===== src/rtl/cus19_crypto_pkg.sv =====
// Shared types, constants and rotate helpers for the cus19 cipher engine.
package cus19_crypto_pkg;

   localparam int DATA_W    = 8;
   localparam int RES_PAD_W = 8;
   localparam int CNT_W     = 3;

   typedef enum logic [2:0] {
      ST_IDLE   = 3'd0,
      ST_RD_SRC = 3'd1,
      ST_RD_KEY = 3'd2,
      ST_LD_KEY = 3'd3,
      ST_ROUND  = 3'd4,
      ST_WRITE  = 3'd5,
      ST_DONE   = 3'd6
   } state_t;

   // Rotate via a doubled word so the wrapped-out bits land back in the kept half.
   function automatic logic [DATA_W-1:0] rotl(input logic [DATA_W-1:0] x,
                                              input logic [CNT_W-1:0]  n);
      logic [2*DATA_W-1:0] w;
      w = {x, x} << n;
      return w[2*DATA_W-1:DATA_W];
   endfunction

   function automatic logic [DATA_W-1:0] rotr(input logic [DATA_W-1:0] x,
                                              input logic [CNT_W-1:0]  n);
      logic [2*DATA_W-1:0] w;
      w = {x, x} >> n;
      return w[DATA_W-1:0];
   endfunction

endpackage


===== src/rtl/cus19_crypto_round.sv =====
// One cipher round; DEC is the exact inverse of ENC for the same round key.
module cus19_crypto_round
   import cus19_crypto_pkg::*;
(
   input  logic [DATA_W-1:0] d,
   input  logic [DATA_W-1:0] k_i,
   input  logic              enc,
   output logic [DATA_W-1:0] d_next
);

   always_comb begin
      if (enc) begin
         d_next = rotl(d ^ k_i, CNT_W'(1));
      end else begin
         d_next = rotr(d, CNT_W'(1)) ^ k_i;
      end
   end

endmodule


===== src/rtl/cus19_crypto_engine.sv =====
// Multi-cycle in-place byte cipher: reads data and key from data memory,
// runs the rounds, writes the result back to the data address.
//
// state     | meaning
// IDLE      | waiting for start; address and strobes at 0
// RD_SRC    | read strobe on data address
// RD_KEY    | capture data byte; read strobe on key address
// LD_KEY    | capture key byte; preset round counter by direction
// ROUND     | one round per cycle until the last round index
// WRITE     | single-cycle write of the result to the data address
// DONE      | done pulse with result presented; busy drops on exit
module cus19_crypto_engine
   import cus19_crypto_pkg::*;
#(
   parameter int Data_Width = DATA_W,
   parameter int Addr_Width = 8,
   parameter int Rounds     = 4
) (
   input  logic                    cus19_clk_in,
   input  logic                    cus19_rst_in,
   input  logic                    crypto_start_in,
   input  logic                    crypto_enc_in,
   input  logic [Addr_Width-1:0]   crypto_src_addr_in,
   input  logic [Addr_Width-1:0]   crypto_key_addr_in,
   output logic [Addr_Width-1:0]   mem_addr_out,
   output logic                    mem_rd_en_out,
   input  logic [Data_Width-1:0]   mem_rd_data_in,
   output logic                    mem_wr_en_out,
   output logic [Data_Width-1:0]   mem_wr_data_out,
   output logic                    crypto_busy_out,
   output logic                    crypto_done_out,
   output logic [2*Data_Width-1:0] crypto_result_out
);

   localparam logic [CNT_W-1:0] LAST_IDX = CNT_W'(Rounds - 1);

   state_t                state;
   logic [Addr_Width-1:0] src_reg;
   logic [Addr_Width-1:0] key_reg;
   logic                  enc_reg;
   logic [Data_Width-1:0] d_reg;
   logic [Data_Width-1:0] k_reg;
   logic [CNT_W-1:0]      rnd;
   logic [Data_Width-1:0] k_i;
   logic [Data_Width-1:0] d_next;
   logic                  last_round;

   assign k_i        = rotl(k_reg, rnd);
   // ENC counts up from 0, DEC counts down from the top; neither wraps.
   assign last_round = enc_reg ? (rnd == LAST_IDX) : (rnd == '0);

   cus19_crypto_round u_round (
      .d      (d_reg),
      .k_i    (k_i),
      .enc    (enc_reg),
      .d_next (d_next)
   );

   always_ff @(posedge cus19_clk_in or negedge cus19_rst_in) begin
      if (!cus19_rst_in) begin
         state             <= ST_IDLE;
         src_reg           <= '0;
         key_reg           <= '0;
         enc_reg           <= 1'b0;
         d_reg             <= '0;
         k_reg             <= '0;
         rnd               <= '0;
         mem_addr_out      <= '0;
         mem_rd_en_out     <= 1'b0;
         mem_wr_en_out     <= 1'b0;
         mem_wr_data_out   <= '0;
         crypto_busy_out   <= 1'b0;
         crypto_done_out   <= 1'b0;
         crypto_result_out <= '0;
      end else begin
         case (state)
            ST_IDLE: begin
               if (crypto_start_in) begin
                  src_reg         <= crypto_src_addr_in;
                  key_reg         <= crypto_key_addr_in;
                  enc_reg         <= crypto_enc_in;
                  crypto_busy_out <= 1'b1;
                  mem_addr_out    <= crypto_src_addr_in;
                  mem_rd_en_out   <= 1'b1;
                  state           <= ST_RD_SRC;
               end
            end
            ST_RD_SRC: begin
               mem_addr_out  <= key_reg;
               mem_rd_en_out <= 1'b1;
               state         <= ST_RD_KEY;
            end
            ST_RD_KEY: begin
               d_reg         <= mem_rd_data_in;
               mem_addr_out  <= '0;
               mem_rd_en_out <= 1'b0;
               state         <= ST_LD_KEY;
            end
            ST_LD_KEY: begin
               k_reg <= mem_rd_data_in;
               rnd   <= crypto_enc_in_sel(enc_reg);
               state <= ST_ROUND;
            end
            ST_ROUND: begin
               d_reg <= d_next;
               if (last_round) begin
                  mem_addr_out    <= src_reg;
                  mem_wr_en_out   <= 1'b1;
                  mem_wr_data_out <= d_next;
                  state           <= ST_WRITE;
               end else if (enc_reg) begin
                  rnd <= rnd + CNT_W'(1);
               end else begin
                  rnd <= rnd - CNT_W'(1);
               end
            end
            ST_WRITE: begin
               mem_addr_out      <= '0;
               mem_wr_en_out     <= 1'b0;
               mem_wr_data_out   <= '0;
               crypto_result_out <= {RES_PAD_W'(0), d_reg};
               crypto_done_out   <= 1'b1;
               state             <= ST_DONE;
            end
            ST_DONE: begin
               crypto_done_out <= 1'b0;
               crypto_busy_out <= 1'b0;
               state           <= ST_IDLE;
            end
            default: begin
               mem_addr_out    <= '0;
               mem_rd_en_out   <= 1'b0;
               mem_wr_en_out   <= 1'b0;
               crypto_done_out <= 1'b0;
               crypto_busy_out <= 1'b0;
               state           <= ST_IDLE;
            end
         endcase
      end
   end

   function automatic logic [CNT_W-1:0] crypto_enc_in_sel(input logic enc);
      return enc ? '0 : LAST_IDX;
   endfunction

endmodule


===== config.mk =====
export PLATFORM = sky130hd
export DESIGN_NAME = cus19_crypto_engine
export DESIGN_NICKNAME = d
export VERILOG_FILES = /design/src/rtl/cus19_crypto_pkg.sv /design/src/rtl/cus19_crypto_round.sv /design/src/rtl/cus19_crypto_engine.sv
export SDC_FILE = /design/constraint.sdc
export NUM_CORES = 1
export LEC_CHECK = 0
export CAP_MARGIN = 10
export CORE_MARGIN = 2
export CORE_UTILIZATION = 45
export DETAILED_ROUTE_END_ITERATION = 8
export GPL_TIMING_DRIVEN = 0
export PLACE_DENSITY = 0.68
export SYNTH_ARGS = -nofsm -noshare
export SYNTH_HDL_FRONTEND = slang
export SYNTH_SLANG_ARGS = --single-unit

===== constraint.sdc =====
create_clock -name cus19_clk_in -period 2.5 [get_ports cus19_clk_in]
set_clock_uncertainty 0.15 [all_clocks]
set_input_delay 0.5 -clock cus19_clk_in [delete_from_list [all_inputs] [get_ports cus19_clk_in]]
set_output_delay 0.5 -clock cus19_clk_in [all_outputs]
set_load 0.02 [all_outputs]

==> run summary <==
status -> finished clean
Synth top cells by count -> dfrtp_1, nand2_1, mux2_2, nor2_1, mux2i_1
Die Area -> 0.009166 mm²
Synth Register Bits -> 67
CTS tree -> built
clock share of power -> 15.1%
Max Cap Viol -> 0
post-synthesis async set-or-reset flop share -> 100.0%
CP bufs+invs -> 1
1st-iter DRT viols -> 239
die width -> 95.74 µm
Placer Congestion -> 0.9025
family with the most delay on the worst path -> multiplexers
First-pass DRT Iterations -> 5
Fill cells -> 728
Synth Flop Type -> dfrtp_1
Max Fclk -> 0.4162 GHz
gr ovfl total -> 0
CTS Buf Count -> 9
Reg power frac -> 29.0%
htree depth -> 3
critical path's largest stage delay -> 0.53 ns
kind of end point of the critical path -> flop
CP Class -> flop to flop
Psw -> 2.910 mW
Rel. slew slack -> 43.76%
share of layout cells above drive strength 1 -> 18.16%
Worst EP required -> 2.56 ns
post-CTS setup buffers -> 0
Final Instance Count excl. Fillers -> 540
internal power -> 3.900 mW
routed via count -> 3052
synth unique cells -> 55
Total Wirelength -> 9267 µm
HPWL Detailed -> 6595 µm
Crit. Startpoint -> rnd[1]
global-route usage over all layers -> 22.15%
Period minus WS final -> 2.403 ns
post-detailed-route wirelength per cell -> 17.16 µm
CTS Buffer Depth -> 2
final hold vios -> 0
Initial Util -> 46.33%
Seq/Total Area, Yosys -> 44.27%
type of origin of the critical path -> flop
final setup vio count -> 0
number of buffers added on ports -> 55
fin. max-slew vios -> 0
peak supply drop -> 0.0005335 V
initial antenna violation count -> 0
combinational share of power -> 55.9%
Vias/cell -> 5.652
io pins -> 64
cell area after synthesis -> 0.003787 mm²
clk_lat worst skew -> 0.36 ns
most common cell in the netlist -> dfrtp_1
pwr/cell area -> 1441 mW/mm²
static leakage -> 2.072 nW
NumNets Final -> 463
Row Count -> 33
Sw Share -> 42.73%
syn avg cell area -> 10.61 µm²
CP arrival -> 2.46 ns
area leader, netlist -> dfrtp_1
Clock Sinks -> 67
worst-path cell chain -> buf_6 > mux2i_1 > mux4_2 > xnor2_1 > a222oi_1 > o21ai_0
worst-path maximum fanout -> 10
area of the multi-input gates -> 0.001963 mm²
post-synth top area share -> 44.27%
Worst-Margin Slew -> 0.8436 ns
diode count -> 0
largest net degree at the start of global routing -> 68
Worst-path clk slew -> 0.08 ns
Die Ht -> 95.74 µm
EDFF count, synth -> 0
critical path's slowest cell -> mux4_2
R2R setup slack -> 0.1 ns
Crit Reg-Reg Startpoint -> rnd[1]
first-pass GRT wire length -> 15260 µm
root buffer cell -> clkbuf_8
Placed Instances -> 524
fin util -> 57.79%
detailed-route DRC error count -> 0
number of global-route vias before repair -> 2916
total of warnings raised by yosys -> 0
Seq. cell area -> 0.001678 mm²
RSZ-0062 raised after global routing -> true
ranking of synthesized cells by area -> dfrtp_1, mux2_2, mux2i_1
cell count after synthesis -> 357
Area growth, synth to finish -> 24.74%
core box area -> 0.008175 mm²
part of the cycle the worst path needs -> 96.11%
hold crit path type -> input pin to async pin
Final ANT Viol Nets -> 0
-- stage by stage --
stage | worst slack, ns | TNS (ns) | total power, mW | hold WS, ns | cell area (µm²)
global route | -0.009817 | -0.009817 | 7.307 | 0.1591 | 4725
CTS | 0.04962 | 0 | 6.790 | 0.1258 | 4726
floorplan | 0.3427 | 0 | 4.607 | 0.05441 | 3814
finish | 0.09737 | 0 | 6.810 | 0.08975 | 4725
detailed placement | -0.5203 | -5.788 | 5.745 | 0.3254 | 4493
global placement | -1.479 | -105.16 | 5.658 | 0.3123 | 4496
-- power groups by stage --
stage               clock network (mW)  registers (mW)  logic, mW
floorplan                            0            2.11       2.50
global route                      1.10            2.04       4.16
detailed placement                   0            1.99       3.75
finish                            1.03            1.97       3.80
global placement                     0            1.97       3.69
CTS                               1.04            1.97       3.77
-- layout by cell type, fill, tap and decap left out, types with 6 or more instances in the layout --
cell type,instances
a21oi_1,13
a22oi_1,7
buf_2,8
buf_4,9
clkbuf_1,11
clkbuf_8,9
clkdlybuf4s50_1,54
conb_1,8
dfrtp_1,66
mux2_2,27
mux2i_1,19
mux4_2,6
nand2_1,48
nor2_1,26
nor3_1,7
o21ai_0,15
o31ai_1,8
xnor2_1,9
xor2_1,12
-- area by class of cell --
cell class / count / share of cell area, %
clock inverter: 7 / 2.119
timing repair buffer: 55 / 11.60
sequential: 67 / 35.51
buffer: 31 / 3.496
tap: 105 / 2.781
inverter: 4 / 0.3178
clock buffer: 9 / 2.622
multi-input combinational: 262 / 41.55
-- timing repair --
action                     in CTS  in global routing
cloned                          0                  0
hold buffers                    0                  0
setup endpoints to repair       8                  5
gates resized for setup         1                  3
-- routing by layer --
layer / part of all wire (%) / up-vias / GRT usage [%]
met5: 0 / - / 0
met4: 1.5 / 0 / 6.905
met3: 7.1 / 13 / 3.994
met2: 46 / 129 / 33.04
met1: 45 / 1489 / 32.89
li1: - / 1421 / -
-- logic make-up after synthesis --
kind of cell / Yosys count / share of synthesized area, %
other: 1 / 0.09901
adder cells (fa/ha/maj): 5 / 1.850
multiplexers: 54 / 18.10
XOR/XNOR: 21 / 4.856
flip-flops: 67 / 44.27
AND/OR/NAND/NOR: 99 / 12.12
buffers and inverters: 35 / 4.724
AO/OA/AOI/OAI: 75 / 13.97
-- final timing paths --
kind / endpoint / cells after the start
worst max-delay path: d_reg[3] / 6
worst min-delay path: key_reg[3] / 1
worst max register to register: d_reg[3] / 6
worst min register to register: mem_addr_out[2] / 2
max in group asynchronous: rnd[1] / 1
min in group cus19_clk_in: mem_addr_out[2] / 2
Note: power is estimated with default switching activity, not from simulation.
